### src/rtl/multicycle_datapath.sv
// Multi-cycle RV-subset datapath: FSM controller, register file, immediate
// generator, shared ALU and PC logic behind req/valid memory handshakes.
module multicycle_datapath #(
  parameter int unsigned     XLEN     = 64,
  parameter logic [XLEN-1:0] RESET_PC = {XLEN{1'b0}},
  parameter int unsigned     PC_STEP  = 4
) (
  input  logic            clk,
  input  logic            reset,
  output logic            imem_req,
  output logic [XLEN-1:0] imem_addr,
  input  logic            imem_valid,
  input  logic [31:0]     imem_rdata,
  output logic            dmem_req,
  output logic            dmem_we,
  output logic [XLEN-1:0] dmem_addr,
  output logic [XLEN-1:0] dmem_wdata,
  input  logic            dmem_valid,
  input  logic [XLEN-1:0] dmem_rdata,
  output logic            retire,
  output logic [XLEN-1:0] pc_out,
  output logic            trap
);

  localparam logic [6:0] OP_R  = 7'b0110011;
  localparam logic [6:0] OP_I  = 7'b0010011;
  localparam logic [6:0] OP_LD = 7'b0000011;
  localparam logic [6:0] OP_ST = 7'b0100011;
  localparam logic [6:0] OP_BR = 7'b1100011;

  localparam logic [XLEN-1:0] STEP = XLEN'(PC_STEP);

  typedef enum logic [2:0] {
    S_FETCH  = 3'd0,
    S_DECODE = 3'd1,
    S_EXEC   = 3'd2,
    S_MEM    = 3'd3,
    S_WB     = 3'd4,
    S_TRAP   = 3'd5
  } state_e;

  function automatic logic legal_f(input logic [31:0] ins);
    logic ok;
    ok = 1'b0;
    case (ins[6:0])
      OP_R: begin
        case ({ins[30], ins[14:12]})
          4'b0000, 4'b1000, 4'b0111, 4'b0110, 4'b0100, 4'b0010: ok = 1'b1;
          default: ok = 1'b0;
        endcase
      end
      OP_I:         ok = (ins[14:12] == 3'b000);
      OP_LD, OP_ST: ok = 1'b1;
      OP_BR:        ok = (ins[14:13] == 2'b00);
      default:      ok = 1'b0;
    endcase
    return ok;
  endfunction

  function automatic logic [XLEN-1:0] alu_f(input logic [3:0] op,
                                            input logic [XLEN-1:0] x,
                                            input logic [XLEN-1:0] y);
    logic [XLEN-1:0] r;
    case (op)
      4'b0000: r = x + y;
      4'b1000: r = x - y;
      4'b0111: r = x & y;
      4'b0110: r = x | y;
      4'b0100: r = x ^ y;
      4'b0010: r = {{(XLEN-1){1'b0}}, ($signed(x) < $signed(y))};
      default: r = x + y;
    endcase
    return r;
  endfunction

  state_e          state_q, state_d;
  logic [XLEN-1:0] pc_q, pc_d;
  logic [31:0]     ir_q, ir_d;
  logic [XLEN-1:0] a_q, a_d;
  logic [XLEN-1:0] b_q, b_d;
  logic [XLEN-1:0] imm_q, imm_d;
  logic [XLEN-1:0] alu_q, alu_d;
  logic [XLEN-1:0] mdr_q, mdr_d;
  logic            retire_q, retire_d;
  logic            trap_q, trap_d;
  logic [XLEN-1:0] rf_q [0:31];

  logic [6:0]      opcode_s;
  logic [2:0]      f3_s;
  logic [4:0]      rd_s, rs1_s, rs2_s;
  logic [XLEN-1:0] rs1_val_s, rs2_val_s;
  logic [XLEN-1:0] imm_i_s, imm_s_s, imm_b_s, imm_sel_s;
  logic [3:0]      alu_op_s;
  logic [XLEN-1:0] op_b_s;
  logic            br_taken_s;
  logic            rf_we_s;
  logic [XLEN-1:0] rf_wdata_s;

  assign opcode_s = ir_q[6:0];
  assign f3_s     = ir_q[14:12];
  assign rd_s     = ir_q[11:7];
  assign rs1_s    = ir_q[19:15];
  assign rs2_s    = ir_q[24:20];

  assign rs1_val_s = (rs1_s == 5'd0) ? {XLEN{1'b0}} : rf_q[rs1_s];
  assign rs2_val_s = (rs2_s == 5'd0) ? {XLEN{1'b0}} : rf_q[rs2_s];

  // B-format keeps the halfword offset; EXEC shifts it into bytes.
  assign imm_i_s = {{(XLEN-12){ir_q[31]}}, ir_q[31:20]};
  assign imm_s_s = {{(XLEN-12){ir_q[31]}}, ir_q[31:25], ir_q[11:7]};
  assign imm_b_s = {{(XLEN-12){ir_q[31]}}, ir_q[31], ir_q[7], ir_q[30:25], ir_q[11:8]};

  always_comb begin
    case (opcode_s)
      OP_ST:   imm_sel_s = imm_s_s;
      OP_BR:   imm_sel_s = imm_b_s;
      default: imm_sel_s = imm_i_s;
    endcase
  end

  assign alu_op_s   = (opcode_s == OP_R) ? {ir_q[30], f3_s} : 4'b0000;
  assign op_b_s     = (opcode_s == OP_R) ? b_q : imm_q;
  assign br_taken_s = f3_s[0] ? (a_q != b_q) : (a_q == b_q);

  always_comb begin
    state_d    = state_q;
    pc_d       = pc_q;
    ir_d       = ir_q;
    a_d        = a_q;
    b_d        = b_q;
    imm_d      = imm_q;
    alu_d      = alu_q;
    mdr_d      = mdr_q;
    retire_d   = 1'b0;
    trap_d     = trap_q;
    rf_we_s    = 1'b0;
    rf_wdata_s = alu_q;
    case (state_q)
      S_FETCH: begin
        if (imem_valid) begin
          ir_d    = imem_rdata;
          state_d = S_DECODE;
        end else begin
          state_d = S_FETCH;
        end
      end
      S_DECODE: begin
        a_d   = rs1_val_s;
        b_d   = rs2_val_s;
        imm_d = imm_sel_s;
        if (legal_f(ir_q)) begin
          state_d = S_EXEC;
        end else begin
          state_d = S_TRAP;
          trap_d  = 1'b1;
        end
      end
      S_EXEC: begin
        alu_d = alu_f(alu_op_s, a_q, op_b_s);
        case (opcode_s)
          OP_R, OP_I:   state_d = S_WB;
          OP_LD, OP_ST: state_d = S_MEM;
          OP_BR: begin
            pc_d     = br_taken_s ? (pc_q + (imm_q << 1)) : (pc_q + STEP);
            retire_d = 1'b1;
            state_d  = S_FETCH;
          end
          default: begin
            state_d = S_TRAP;
            trap_d  = 1'b1;
          end
        endcase
      end
      S_MEM: begin
        if (dmem_valid) begin
          if (opcode_s == OP_ST) begin
            pc_d     = pc_q + STEP;
            retire_d = 1'b1;
            state_d  = S_FETCH;
          end else begin
            mdr_d   = dmem_rdata;
            state_d = S_WB;
          end
        end else begin
          state_d = S_MEM;
        end
      end
      S_WB: begin
        rf_we_s    = 1'b1;
        rf_wdata_s = (opcode_s == OP_LD) ? mdr_q : alu_q;
        pc_d       = pc_q + STEP;
        retire_d   = 1'b1;
        state_d    = S_FETCH;
      end
      S_TRAP: begin
        trap_d  = 1'b1;
        state_d = S_TRAP;
      end
      default: begin
        trap_d  = 1'b1;
        state_d = S_TRAP;
      end
    endcase
  end

  // Reset wins over every state, including an outstanding memory access.
  always_ff @(posedge clk) begin
    if (reset) begin
      state_q  <= S_FETCH;
      pc_q     <= RESET_PC;
      ir_q     <= 32'd0;
      a_q      <= {XLEN{1'b0}};
      b_q      <= {XLEN{1'b0}};
      imm_q    <= {XLEN{1'b0}};
      alu_q    <= {XLEN{1'b0}};
      mdr_q    <= {XLEN{1'b0}};
      retire_q <= 1'b0;
      trap_q   <= 1'b0;
      for (int i = 0; i < 32; i++) begin
        rf_q[i] <= {XLEN{1'b0}};
      end
    end else begin
      state_q  <= state_d;
      pc_q     <= pc_d;
      ir_q     <= ir_d;
      a_q      <= a_d;
      b_q      <= b_d;
      imm_q    <= imm_d;
      alu_q    <= alu_d;
      mdr_q    <= mdr_d;
      retire_q <= retire_d;
      trap_q   <= trap_d;
      if (rf_we_s && (rd_s != 5'd0)) begin
        rf_q[rd_s] <= rf_wdata_s;
      end
    end
  end

  assign imem_req   = (state_q == S_FETCH) && !reset;
  assign imem_addr  = pc_q;
  assign dmem_req   = (state_q == S_MEM) && !reset;
  assign dmem_we    = (state_q == S_MEM) && (opcode_s == OP_ST);
  assign dmem_addr  = alu_q;
  assign dmem_wdata = b_q;
  assign retire     = retire_q;
  assign pc_out     = pc_q;
  assign trap       = trap_q;

endmodule
### config.mk
export PLATFORM = sky130hd
export DESIGN_NAME = multicycle_datapath
export DESIGN_NICKNAME = d
export VERILOG_FILES = /design/src/rtl/multicycle_datapath.sv
export SDC_FILE = /design/constraint.sdc
export NUM_CORES = 2
export LEC_CHECK = 0
export BUFFER_PORTS_ARGS = -buffer_cell sky130_fd_sc_hd__buf_2
export CAP_MARGIN = 20
export CORE_ASPECT_RATIO = 1.5
export CORE_UTILIZATION = 40
export CTS_CLUSTER_DIAMETER = 200
export DETAILED_ROUTE_END_ITERATION = 10
export MAX_ROUTING_LAYER = met4
export PLACE_DENSITY_LB_ADDON = 0.25
export SYNTH_ARGS = -nofsm -noshare
export SYNTH_HDL_FRONTEND = slang
export SYNTH_SLANG_ARGS = --single-unit
### constraint.sdc
create_clock -name clk -period 6.29 [get_ports clk]
set_input_delay 0.9435 -clock clk [delete_from_list [all_inputs] [get_ports clk]]
set_output_delay 0.9435 -clock clk [all_outputs]
set_load 0.05 [all_outputs]
After elaboration in Yosys (flattened, before gate mapping)
Memories as Yosys holds them, arrays and structs flattened. A register that Yosys moved wholly into a read port is not among the register bits.
Cells that the tools add are included.
- memories: 1
- memory bits (writable): 2048
- bits in registers: 369
- $lt $le $gt $ge: 1
- bitwise gates (word level): 5
- reductions and logical operators: 23
- add/subtract/negate cells: 4
- mux-type cells: 43
- eq/ne operators: 26
- memories (memory ; words ; bits a word ; read ports ; clocked after Yosys merged registers in ; wr ports ; line ; text):
    rf_q ; 32 ; 64 ; 2 ; 2 ; 32 ; 86 ; logic [XLEN-1:0] rf_q [0:31];
- operators by type and width (operator ; number):
    $mux W64 ; 10
    $pmux W64 S5 ; 1
    $pmux W64 S3 ; 1
    $add A64 B64 Y64 ; 2
    $add A64 B3 Y64 const B ; 1
    $and A64 B64 Y64 ; 1
    $eq A64 B64 Y1 ; 1
    $lt A64 B64 Y1 ; 1
    $ne A64 B64 Y1 ; 1
    $or A64 B64 Y64 ; 1
    $reduce_or A64 Y1 ; 1
    $sub A64 B64 Y64 ; 1
    $xor A64 B64 Y64 ; 1
    $mux W5 ; 5
    $eq A4 B3 Y1 const B ; 6
    $pmux W11 S2 ; 1
    $mux W1 ; 16
    $pmux W3 S5 ; 1
    $eq A7 B6 Y1 const B ; 2
    $logic_not A5 Y1 ; 2
    $mux W3 ; 3
    $pmux W3 S3 ; 1
    $eq A4 B2 Y1 const B ; 2
    $eq A4 B4 Y1 const B ; 2
    other kinds (26) ; 38

Logic depth before layout (Yosys ltp)
- depth after elaboration: 8
- depth in mapped cells: 24

Worst setup path before layout
OpenSTA, ideal clock, no wires.
- path kind: reg2reg
- start: reg, netlist name imm_q[11]
- end: reg alu_q[60] (netlist: dmem_addr[60])
- arrival time: 5.088 ns
- setup slack: 1.090 ns
- required time: 6.178 ns
- path buffers: 3
- cell stages (with the launch flop): 20
- clock period less this slack: 5.200 ns
- cells stage by stage: dfxtp_1 > and2_1 > clkbuf_1 > clkbuf_1 > a21o_1 > inv_1 > ha_1 > clkbuf_1 > a21oi_1 > o21ai_0 > a211oi_1 > o31ai_1 > a221o_1 > a31oi_4 > o21ai_2 > a31oi_4 > o21ai_2 > o21a_1 > mux2_2 > a2111oi_1
- cells in the longest elaborated chain, start to end: 3
- elaborated cells between the ends (all ways): 7
- those cells by class: 2 x add/sub; 2 x mux; 3 x bitwise
- RTL lines (what ; line ; text):
    $mux W64 (*) ; 122 ; assign op_b_s = (opcode_s == OP_R) ? b_q : imm_q;
    $add A64 B64 Y64 (tied with other cells) ; 65, 71 ;
    $pmux W64 S5 (*) ; 64 ; case (op)
    end signal: assignment ; 215 ; alu_q <= {XLEN{1'b0}};
    end signal: assignment ; 229 ; alu_q <= alu_d;
    end: declaration ; 82 ; logic [XLEN-1:0] alu_q, alu_d;
Mark *: on every way between the ends. The rest lies on a longest branch, timed or not.
A chain may end at the register's enable or synchronous reset.

Final worst setup path
- start: reg ir_q[1]
- end: reg alu_q[48] (netlist: dmem_addr[48])
- cells in the longest elaborated chain, start to end: 4
- elaborated cells between the ends (all ways): 14
- those cells by class: 2 x add/sub; 6 x eq/ne; 3 x mux; 3 x bitwise
- RTL lines (what ; line ; text):
    start: declaration ; 78 ; logic [31:0] ir_q, ir_d;
    start signal: assignment ; 225 ; ir_q <= ir_d;
    $eq A7 B6 Y1 (*) ; 121, 122 ;
    $mux W64 or $mux W4 (tied branches) ; 122, 121 ;
    $add A64 B64 Y64 (tied with other cells) ; 65, 71 ;
    $pmux W64 S5 (*) ; 64 ;
Marked as above.

==> flow_results.org <==
** Status
- The run finished with clean final reports.

** Detailed routing
- The final layout contains routed wiring with a total length of 584400 µm.
- Drt initial violations :: 13680
- The detailed router used layers up to and including met4.
- First-pass DRT Iterations :: 6
- After detailed routing, the number of remaining DRC violations is 0.
- The detailed router placed 100500 vias in this run.
- Detailed routing placed a total of 279600 µm of wire on met2.
- Average wire per standard cell :: 38.20 µm
- In the routed layout, each cell is associated on average with a via count of 6.567.
- For this block, wires on met1 add up to 193000 µm.
- The count of nets left with antenna violations once routing finished came out at 0.
- In the detailed route, the total length drawn on met3 is 59830 µm.

** Critical path
- Counting cells, the worst reg-to-reg path comes to 21.
- Critical Path Slowest Stage Cell :: sky130_fd_sc_hd__o31ai_1
- Data arrival time of the critical path :: 6.85 ns
- Traced cell by cell, the critical path runs through nand2_1 > or3_1 > nor2_1 > nand3_1 > buf_4 > and2_4 > buf_6 > a21o_1 > inv_1 > ha_1 > nand2_1 > nor3_1 > a311oi_4 > or4_1 > a211oi_1 > o221ai_1 > o31ai_1 > xnor2_1 > o221ai_1 > a211oi_1 > nor3_1.
- Setup crit start kind :: flop
- The most critical setup path has its endpoint at dmem_addr[48]$_SDFFE_PP0N_.
- Crit Path Max Fanout :: 28
- Beginning of the worst register-to-register path :: ir_q[1]$_SDFFE_PP0P_
- CP endpoint kind :: flop
- The most critical setup path has its startpoint at ir_q[1]$_SDFFE_PP0P_.
- The critical path in this run is classified as flop to flop.
- On the worst path, the slowest cell contributes a delay of 0.69 ns.
- The setup check on the worst reg-to-reg path leaves a slack of 0.23 ns.
- The worst register-to-register path ends at dmem_addr[48]$_SDFFE_PP0N_.
- For the worst setup path, the data required time is 7.09 ns.

** Floorplan
- Starting utilization of the core area :: 40.20%
- IO Pins :: 361
- In this run the standard cell core region covers 0.3318 mm².
- Measured along the y axis, the die boundary spans 709.3 µm.
- The die covers 0.3359 mm².
- Row generation in the floorplan step produced 259 rows.
- The floorplan step set the die width to 473.5 µm.

** Synthesis
- Average footprint of a synthesized cell :: 12.51 µm²
- Synthesis produced 10660 cells.
- Counting flops with a built-in enable in the synthesized netlist gives 2048.
- Sequential-to-total area share from yosys stat :: 51.77%
- Unique masters post-synth :: 85
- Total of warnings raised by yosys :: 0
- Counting flops and latches in the post-synthesis netlist gives 2426.
- Proportion of synthesized flip-flops having asynchronous set or reset :: 0%
- Post-synth design cell area :: 0.1334 mm²
- Among all flip-flop cells after synthesis, the most frequent one is sky130_fd_sc_hd__edfxtp_1.

** Power and ir drop
- Largest voltage drop on the vdd net :: 0.2513 mV
- Clock network power share :: 38.1%
- Internal power of the cells :: 28.65 mW
- Total power density per cell area :: 264.4 mW/mm²
- In this run, the combinational gates consume 15.3% of the power.
- Net Sw Power :: 10.95 mW
- Relative contribution of sequential cells to total power :: 46.5%
- Net switching is 27.65% of the power.
- The analysis attributes to cell leakage a power of 49.74 nW.

** Clock network
- Clock tree synthesis selected as its root buffer the cell sky130_fd_sc_hd__clkbuf_16.
- The clock net in this run drives a total of 2426 sinks.
- Count of hold buffers inserted by post-cts repair :: 0
- The number of setup buffers added after CTS is 0.
- Num CTS Buffers :: 242
- H-tree depth :: 4
- Clock latency of the later-clocked register in the worst-skew pair :: 0.96 ns
- TritonCTS built the clock tree.
- After clock tree synthesis, the clock-pin slew on the worst setup and hold paths is 0.08 ns.
- Maximum clock path buffer count :: 4

** STA
- RSZ-0062 raised after global routing :: no
- Min Hold Slack :: 0.2254 ns
- Maximum clock frequency :: 165.2 MHz
- Headroom to the max-slew limit came out at 11.36%.
- The count of endpoints failing hold in the final timing report came to 0.
- Min Clock Period, post-route :: 6.055 ns
- In the finished design, the share of the clock period the worst path needs comes to 96.26%.
- The max-slew violation total from the final report came to 0.
- Tightest Pin Transition :: 1.316 ns
- In the final timing run, aggregate negative setup slack is 0 ns.
- Between clock sinks in the finished design, the worst skew comes to 0.04476 ns.
- Setup violations remaining at the end of the flow were counted as 0.

** Placed design
- Detailed placement ended at an HPWL of 366900 µm.
- Port buffering added 358 buffers.
- RePlAce Congestion :: 1.010

** Finish
- Fraction of layout cells with a size suffix above 1 :: 23.98%
- After the last flow step, the layout net total stands at 11000.
- From synthesis to final layout, the design area changed by 12.27%.

** Flow run
- Maximum Capacitance Violations :: 0

** Global route
- The number of global-route vias before repair is 99760.
- Antenna violations before repair :: 29
- Entering global routing, the biggest net connects 117 pins.
- For this run, the total global-route usage over all layers was measured as 35.27%.
- Final global-route overflow total :: 0
- The first global-routing pass estimated 795700 µm of wire.

** Worst hold path
- The worst hold path belongs to the class primary input to flop.
## stage by stage
stage	cell area (µm²)	utilization [%]	cells	setup WS, ns	total power [mW]
finish	149800	45.14	15300	0.2350	39.60
global route	149800	45.13	15300	0.002923	40.39
CTS	149600	45.08	15280	0.01238	39.55
detailed placement	141700	42.69	14830	0.02931	24.72
global placement	141500	42.65	14820	-0.05431	24.65
floorplan	133700	-	10730	1.090	22.28
## cells in the mapped netlist, types with 54 or more instances
cell,count,area [µm²]
sky130_fd_sc_hd__a21o_1,113,848.3
sky130_fd_sc_hd__nor2_1,2599,9756
sky130_fd_sc_hd__a211oi_1,67,503.0
sky130_fd_sc_hd__nand2_1,460,1727
sky130_fd_sc_hd__clkbuf_1,854,3206
sky130_fd_sc_hd__nand2b_1,54,337.8
sky130_fd_sc_hd__xor2_1,78,683.2
sky130_fd_sc_hd__nand4_1,60,375.4
sky130_fd_sc_hd__nand3_1,76,380.4
sky130_fd_sc_hd__buf_4,65,488.0
sky130_fd_sc_hd__ha_1,255,3191
sky130_fd_sc_hd__o21bai_1,63,473.0
sky130_fd_sc_hd__xnor2_1,82,718.2
sky130_fd_sc_hd__nor3_1,122,610.6
sky130_fd_sc_hd__edfxtp_1,2048,61500
sky130_fd_sc_hd__buf_1,153,574.3
sky130_fd_sc_hd__a21oi_1,610,3053
sky130_fd_sc_hd__dfxtp_1,378,7567
sky130_fd_sc_hd__o21ai_0,227,1136
sky130_fd_sc_hd__mux2i_1,208,2082
sky130_fd_sc_hd__inv_1,217,814.5
sky130_fd_sc_hd__mux4_2,1280,28830
sky130_fd_sc_hd__nor4_1,58,362.9
## worst min-delay path by stage
stage | to | from | slack (ns) | depth (start not counted)
after detailed placement | imm_q[11]$_SDFFE_PP0N_ | ir_q[31]$_SDFFE_PP0P_ | 0.45 | 2
after CTS | mdr_q[3]$_SDFFE_PP0P_ | dmem_rdata[3] | 0.19 | 3
after floorplan | imm_q[11]$_SDFFE_PP0N_ | ir_q[31]$_SDFFE_PP0P_ | 0.43 | 2
after global routing | mdr_q[4]$_SDFFE_PP0P_ | dmem_rdata[4] | 0.23 | 3
after global placement | imm_q[11]$_SDFFE_PP0N_ | ir_q[31]$_SDFFE_PP0P_ | 0.44 | 2
final | mdr_q[1]$_SDFFE_PP0P_ | dmem_rdata[1] | 0.23 | 3
## layout make-up
type / count / area [µm²]
Tap cell: 4437 / 5552
Inverter: 218 / 818.3
Antenna cell: 17 / 42.54
Multi-Input combinational cell: 6998 / 60490
Clock inverter: 137 / 1460
Fill cell: 29990 / 182100
Timing Repair Buffer: 757 / 5849
Sequential cell: 2426 / 69110
Clock buffer: 310 / 6464
## power by group through the flow
stage | clock (mW) | sequential, mW | combinational [mW]
floorplan | 0 | 18.6 | 3.65
global placement | 0 | 18.7 | 5.96
detailed placement | 0 | 18.8 | 5.97
CTS | 15.2 | 18.4 | 5.99
global route | 15.7 | 18.5 | 6.26
finish | 15.1 | 18.4 | 6.08
## registers in the layout, summed over array words and instances (netlist names), named ones only
signal / flops
dmem_wdata: 64
state_q: 3
rf_q: 2048
imm_q: 12
retire: 1
a_q: 64
dmem_addr: 64
ir_q: 32
trap: 1
mdr_q: 64
imem_addr: 63
## cells in the final DEF (no fill, tap or decap), drive strengths merged, types with 28 or more instances in the layout
| cell | synthesis | final |
|---|---|---|
| nor2 | 2599 | 2599 |
| edfxtp | 2048 | 2048 |
| mux4 | 1280 | 1280 |
| buf | 232 | 757 |
| a21oi | 610 | 610 |
| nand2 | 460 | 460 |
| dfxtp | 378 | 378 |
| clkbuf | 854 | 310 |
| ha | 255 | 255 |
| o21ai | 237 | 237 |
| inv | 218 | 228 |
| mux2i | 208 | 208 |
| nor3 | 122 | 122 |
| a21o | 113 | 113 |
| clkinv | 0 | 85 |
| xnor2 | 82 | 82 |
| xor2 | 78 | 78 |
| nand3 | 76 | 76 |
| a211oi | 68 | 68 |
| conb | 1 | 66 |
| o21bai | 63 | 63 |
| nand4 | 60 | 60 |
| nor4 | 58 | 58 |
| nand2b | 54 | 54 |
| a31oi | 42 | 42 |
| o31ai | 40 | 40 |
| a221oi | 37 | 37 |
| and3 | 29 | 29 |
| o221ai | 28 | 28 |
## metal layers
metal | global-route usage, % | vias up
met5 | - | -
met4 | 26.28 | 0
met3 | 6.992 | 1964
met2 | 56.27 | 7184
met1 | 39.19 | 51460
li1 | - | 39860
## cells by family (layout without fill, tap and decap cells)
kind of cell,count (synthesis),in the layout,synth area share (%)
buffers and inverters,1304,1422,3.870
flip-flops,2426,2426,51.77
other,1,83,0.002811
XOR/XNOR,160,160,1.050
multiplexers,1490,1490,23.19
AO/OA/AOI/OAI,1428,1428,6.667
adder cells (fa/ha/maj),258,258,2.437
AND/OR/NAND/NOR,3596,3596,11.02
## timing repair
action / CTS / global route
cloned: 0 / 0
gates resized for setup: 1 / 7
setup endpoints to repair: 1 / 4
hold endpoints to repair: 0 / 0
## critical path: cells and delay by family, from the launching register on
kind / cells / cell delay, ns
xor+xnor: 1 / 0.19
buf+inv: 3 / 0.75
compound gates: 7 / 2.15
simple gates: 9 / 2.08
fa+ha+maj: 1 / 0.41
flops: 1 / 0.31
(Power assumes the default switching activity.)
